File: config.mk
export PLATFORM = sky130hd
export DESIGN_NAME = imem_loader
export DESIGN_NICKNAME = d
export VERILOG_FILES = /design/src/rtl/imem_pkg.sv /design/src/rtl/byte_packer.sv /design/src/rtl/imem_loader.sv
export SDC_FILE = /design/constraint.sdc
export NUM_CORES = 1
export LEC_CHECK = 0
export ABC_AREA = 1
export BUFFER_PORTS_ARGS = -buffer_cell sky130_fd_sc_hd__clkbuf_2
export CORE_MARGIN = 3
export CORE_UTILIZATION = 23
export DETAILED_ROUTE_END_ITERATION = 10
export GPL_TIMING_DRIVEN = 0
export SYNTH_ARGS = -nofsm -noshare
export SYNTH_HDL_FRONTEND = slang
export SYNTH_SLANG_ARGS = --single-unit
File: constraint.sdc
create_clock -name clk -period 2.7 [get_ports clk]
set_input_delay 0.54 -clock clk [delete_from_list [all_inputs] [get_ports clk]]
set_output_delay 0.54 -clock clk [all_outputs]
set_load 0.1 [all_outputs]
File: src/rtl/imem_pkg.sv
// Shared constants and FSM state type for the instruction memory loader.
// The instruction memory uses the same word/shift constants for read indexing.
package imem_pkg;

  localparam int IMEM_WORDS      = 256;
  localparam int WORD_BYTES      = 4;
  localparam int IMEM_ADDR_SHIFT = 2;

  typedef enum logic [2:0] {
    S_IDLE,
    S_RECV,
    S_WRITE,
    S_CHECK,
    S_DONE
  } state_e;

endpackage

File: src/rtl/byte_packer.sv
// Packs a byte stream big-endian into 32-bit words.
// Ports: clk, rst_n, clear, push, byte_in[7:0] -> word[31:0], full.
// word is the packed value including byte_in; full flags the push
// that completes a word, so the caller can register it that edge.
module byte_packer
  import imem_pkg::*;
(
  input  logic        clk,
  input  logic        rst_n,
  input  logic        clear,
  input  logic        push,
  input  logic [7:0]  byte_in,
  output logic [31:0] word,
  output logic        full
);

  logic [1:0]  cnt_q;
  logic [31:0] sh_q;

  assign word = {sh_q[23:0], byte_in};
  assign full = push && (cnt_q == 2'(WORD_BYTES - 1));

  always_ff @(posedge clk or negedge rst_n) begin
    if (!rst_n) begin
      cnt_q <= '0;
      sh_q  <= '0;
    end else if (clear) begin
      cnt_q <= '0;
      sh_q  <= '0;
    end else if (push) begin
      cnt_q <= cnt_q + 2'd1;
      sh_q  <= word;
    end
  end

endmodule

File: src/rtl/imem_loader.sv
// Loads a big-endian byte stream into instruction memory, holding the CPU.
// Ports: clk, rst_n, start, base_addr, word_count, in_valid/in_data/in_ready,
// mem_we/mem_addr/mem_wdata, busy, done, err, cpu_hold.
// Macro IMEM_LOADER_CHECKSUM_EN adds a trailing checksum word and err.
module imem_loader
  import imem_pkg::*;
#(
  parameter int MAX_WORDS = IMEM_WORDS
) (
  input  logic        clk,
  input  logic        rst_n,
  input  logic        start,
  input  logic [31:0] base_addr,
  input  logic [8:0]  word_count,
  input  logic        in_valid,
  input  logic [7:0]  in_data,
  output logic        in_ready,
  output logic        mem_we,
  output logic [31:0] mem_addr,
  output logic [31:0] mem_wdata,
  output logic        busy,
  output logic        done,
  output logic        err,
  output logic        cpu_hold
);

  state_e      state_q;
  logic [31:0] base_q;
  logic [8:0]  cnt_q;
  logic [8:0]  idx_q;
  logic        in_ready_q;
  logic        we_q;
  logic [31:0] addr_q;
  logic [31:0] wdata_q;
  logic        busy_q;
  logic        done_q;
  logic        err_q;
`ifdef IMEM_LOADER_CHECKSUM_EN
  logic [31:0] sum_q;
`endif

  logic [8:0]  count_d;
  logic        start_acc;
  logic        push;
  logic [31:0] pk_word;
  logic        pk_full;
  logic        last_word;
  logic        unused_base;

  assign unused_base = ^base_addr[1:0];

  assign count_d = ({23'b0, word_count} > 32'(MAX_WORDS))
                 ? 9'(MAX_WORDS) : word_count;

  assign start_acc = start &&
    (state_q == S_IDLE || state_q == S_DONE);
  assign push      = in_valid && in_ready_q;
  assign last_word = (idx_q + 9'd1) == cnt_q;

  byte_packer u_pack (
    .clk     (clk),
    .rst_n   (rst_n),
    .clear   (start_acc),
    .push    (push),
    .byte_in (in_data),
    .word    (pk_word),
    .full    (pk_full)
  );

  always_ff @(posedge clk or negedge rst_n) begin
    if (!rst_n) begin
      state_q    <= S_IDLE;
      base_q     <= '0;
      cnt_q      <= '0;
      idx_q      <= '0;
      in_ready_q <= 1'b0;
      we_q       <= 1'b0;
      addr_q     <= '0;
      wdata_q    <= '0;
      busy_q     <= 1'b0;
      done_q     <= 1'b0;
      err_q      <= 1'b0;
`ifdef IMEM_LOADER_CHECKSUM_EN
      sum_q      <= '0;
`endif
    end else begin
      we_q <= 1'b0;
      unique case (state_q)
        S_IDLE, S_DONE: begin
          if (start) begin
            base_q <= {base_addr[31:2], 2'b00};
            cnt_q  <= count_d;
            idx_q  <= '0;
            err_q  <= 1'b0;
`ifdef IMEM_LOADER_CHECKSUM_EN
            sum_q  <= '0;
`endif
            if (count_d == 9'd0) begin
              state_q <= S_DONE;
              done_q  <= 1'b1;
            end else begin
              state_q    <= S_RECV;
              done_q     <= 1'b0;
              busy_q     <= 1'b1;
              in_ready_q <= 1'b1;
            end
          end
        end
        S_RECV: begin
          if (pk_full) begin
            state_q    <= S_WRITE;
            in_ready_q <= 1'b0;
            we_q       <= 1'b1;
            addr_q     <= base_q +
              (32'(idx_q) << IMEM_ADDR_SHIFT);
            wdata_q    <= pk_word;
`ifdef IMEM_LOADER_CHECKSUM_EN
            sum_q      <= sum_q + pk_word;
`endif
          end
        end
        S_WRITE: begin
          idx_q <= idx_q + 9'd1;
          if (last_word) begin
`ifdef IMEM_LOADER_CHECKSUM_EN
            state_q    <= S_CHECK;
            in_ready_q <= 1'b1;
`else
            state_q    <= S_DONE;
            done_q     <= 1'b1;
            busy_q     <= 1'b0;
`endif
          end else begin
            state_q    <= S_RECV;
            in_ready_q <= 1'b1;
          end
        end
`ifdef IMEM_LOADER_CHECKSUM_EN
        S_CHECK: begin
          if (pk_full) begin
            err_q      <= (pk_word != sum_q);
            state_q    <= S_DONE;
            done_q     <= 1'b1;
            busy_q     <= 1'b0;
            in_ready_q <= 1'b0;
          end
        end
`endif
        default: begin
          state_q    <= S_IDLE;
          in_ready_q <= 1'b0;
          busy_q     <= 1'b0;
        end
      endcase
    end
  end

  assign in_ready  = in_ready_q;
  assign mem_we    = we_q;
  assign mem_addr  = addr_q;
  assign mem_wdata = wdata_q;
  assign busy      = busy_q;
  assign done      = done_q;
  assign cpu_hold  = busy_q;
`ifdef IMEM_LOADER_CHECKSUM_EN
  assign err       = err_q;
`else
  assign err       = 1'b0;
  logic unused_err;
  assign unused_err = err_q;
`endif

endmodule
==> impl_metrics.tcl <==
set metrics [dict create \
    ys_seq_area_share_pct 51.89 \
    use_met2_pct 21.55 \
    start_util_pct 23.71 \
    num_vias 5954 \
    rsz0062_at_grt "no" \
    post_dp_cell_area_sq_um 8006 \
    hold_buffers 0 \
    synth_edf_count 0 \
    hold_viol 0 \
    synth_seq_cells 143 \
    area.growth.synth_to_final_pct 24.33 \
    critical_path.max_fanout 7 \
    combinationalPowerShare_pct 6.7 \
    worstReg2RegEnd "mem_addr[30]" \
    regToRegSetupSlack_ns 0.37 \
    setup_tns_ns 0 \
    cts_max_path_buffers 2 \
    cap_violations 0 \
    n_fill_cell 3182 \
    yosysUniqueCellTypes 36 \
    dieArea_sq_um 32100 \
    dr.pass1.iters 5 \
    synth_area_per_cell_sq_um 7.982 \
    first_global_vias 5929 \
    cts.clk_slew.worst_paths_ns 0.07 \
    synth_top_area_share_pct 51.89 \
    gr-total-overflow 0 \
    arrival_ns 2.65 \
    io_pins 123 \
    htree_levels 4 \
    coreArea_sq_um 29090 \
    slew_headroom_pct 58.13 \
    synth_flop_cell "dfrtp_1" \
    drtIter0Drc 403 \
    worst_pin_slew_ns 0.6280 \
    power_density_nw_per_um2 562.2 \
    max_freq_ghz 0.4286 \
    period_needed_ns 2.333 \
    clkPwrFrac_pct 46.9 \
    worstPathRequired_ns 3.02 \
    totalWireLength_mm 19.69 \
    yosys.area.top_type "dfrtp_1" \
    stdcell_area_sq_um 8574 \
    switching_share_pct 26.83 \
    die_h_microns 179.2 \
    criticalPathCategory "flip-flop to flip-flop" \
    rows 62 \
    die_w_microns 179.2 \
    irDropWorstVdd_v 0.0004452 \
    holdCritPathClass "input port to asynchronous set/reset pin" \
    synthTopCellsByArea "dfrtp_1, nand2_1, inv_1, o21ai_0, nor2_1" \
    remaining_drc_errors 0 \
    top_usage_layer "met2" \
    vias_per_cell 4.253 \
    reg2reg_from "idx_q[0]" \
    met3_usage_pct 2.562 \
    cts.sinks 143 \
    final_cell_mix "nand2_1, dfrtp_1, clkbuf_2" \
    synth_warnings 0 \
    clk_latency_ns 0.43 \
    cts-root-buf "clkbuf_16" \
    nets 1068 \
    wire_per_inst_microns 14.06 \
    critPathLaunch "idx_q[0]" \
    synth_area_sq_um 6897 \
    leakage_nw 4.539 \
    seq_power_share_pct 46.4 \
    start_kind "flip-flop" \
    async_reset_ff_share_pct 100.0 \
    drive_gt1_share_pct 18.01 \
    io_buffers 117 \
    crit_path_end_kind "flip-flop" \
    antenna_cells 0 \
    use_met1_pct 16.06 \
    grt_first_pass_wirelength_mm 31.50 \
    cts_buffers 17 \
    synthCells 864 \
    status "complete, no violations" \
    place_congestion 0.8390 \
    hpwl_mm 15.40 \
    intPower_mw 3.527 \
    skew_ns 0.01077 \
    drv_slew 0 \
    grt_max_degree 84 \
    tritoncts "yes" \
    cts_resized 0 \
    final_common_cell "nand2_1" \
    worstRegToRegCells 10 \
    antenna_found_initial 0 \
    finalPower_mw 4.820 \
    setup_viol 0 \
    postCtsSetupBuffers 0 \
    grt_usage_pct 12.74 \
    fin_crit_sh_pct 86.41 \
    antenna_left 0 \
    p_sw_mw 1.293 \
]
## state kept, by name (all words and copies together), names as in the netlist
register	count
mem_wdata	32
idx_q	9
u_pack.sh_q	24
in_ready	1
cnt_q	9
u_pack.cnt_q	2
mem_we	1
state_q	3
done	1
mem_addr	30
base_q	30
busy	1
## kinds of logic (layout without fill, tap and decap cells)
logic type	after synthesis	count (layout)	synth area share, %
compound gates	136	136	11.10
xor+xnor	14	14	1.778
fa+ha+maj	12	12	2.286
buf+inv	149	299	8.545
flops	143	143	51.89
other cells	1	3	0.05437
simple gates	409	409	24.35
## synth_stat cells, types with 8 or more instances
library cell	instances
a31oi_1	34
xor2_1	9
a21oi_1	14
nor3_1	8
clkbuf_1	17
nand3_1	44
inv_1	114
o21ai_0	69
o22ai_1	10
ha_1	11
nand2_1	257
dfrtp_1	143
nor2_1	70
## per-stage QoR
step | hold slack (ns) | instances | util [%] | worst slack (ns)
global route | 0.1214 | 1400 | 29.48 | 0.1877
CTS | 0.1100 | 1400 | 29.48 | 0.3498
global placement | 0.4632 | 1367 | 27.40 | -1.450
detailed placement | 0.4654 | 1368 | 27.52 | 0.3639
finish | 0.09232 | 1400 | 29.48 | 0.3668
floorplan | 0.2444 | 866 | - | 0.5859
## routing by layer
metal / part of all wire [%] / up-vias
met2: 48 / 115
met5: 0 / -
met4: 2.1 / 0
met1: 46 / 2776
li1: - / 3044
met3: 3.8 / 19
## power groups by stage
stage                     Combinational, mW  Clock, mW  Sequential (mW)
after floorplan                       0.187          0             2.26
after global placement                0.317          0             2.27
after detailed placement              0.328          0             2.27
after CTS                             0.328       2.31             2.23
after global routing                  0.373       2.41             2.24
final                                 0.323       2.26             2.24
## worst max-delay path, cell delays in order, from the launching register on
cell,delay (ns)
dfrtp_1,0.49
ha_1,0.20
inv_1,0.06
fa_1,0.44
o21ai_0,0.33
nand3_1,0.17
nand2_1,0.19
nand3_1,0.11
xnor2_1,0.14
nand2_1,0.06
nand2_1,0.05
## layout make-up
type / count / area (sq um) / area share, %
flip-flops and latches: 143 / 3578 / 41.73
multi-input cells: 574 / 2736 / 31.91
repair buffers: 118 / 621.8 / 7.252
well taps: 384 / 480.5 / 5.603
inverters: 118 / 442.9 / 5.166
clock buffers: 17 / 425.4 / 4.961
plain buffers: 31 / 146.4 / 1.707
clock inverters: 15 / 142.6 / 1.664
## how the worst max path moves through the flow
stage,to,cells after the start
final,mem_addr[30],10
after global routing,mem_addr[30],10
after CTS,mem_addr[30],10
after detailed placement,mem_addr[30],10
after global placement,mem_we,1
after floorplan,mem_addr[12],7
(Power assumes the default switching activity.)
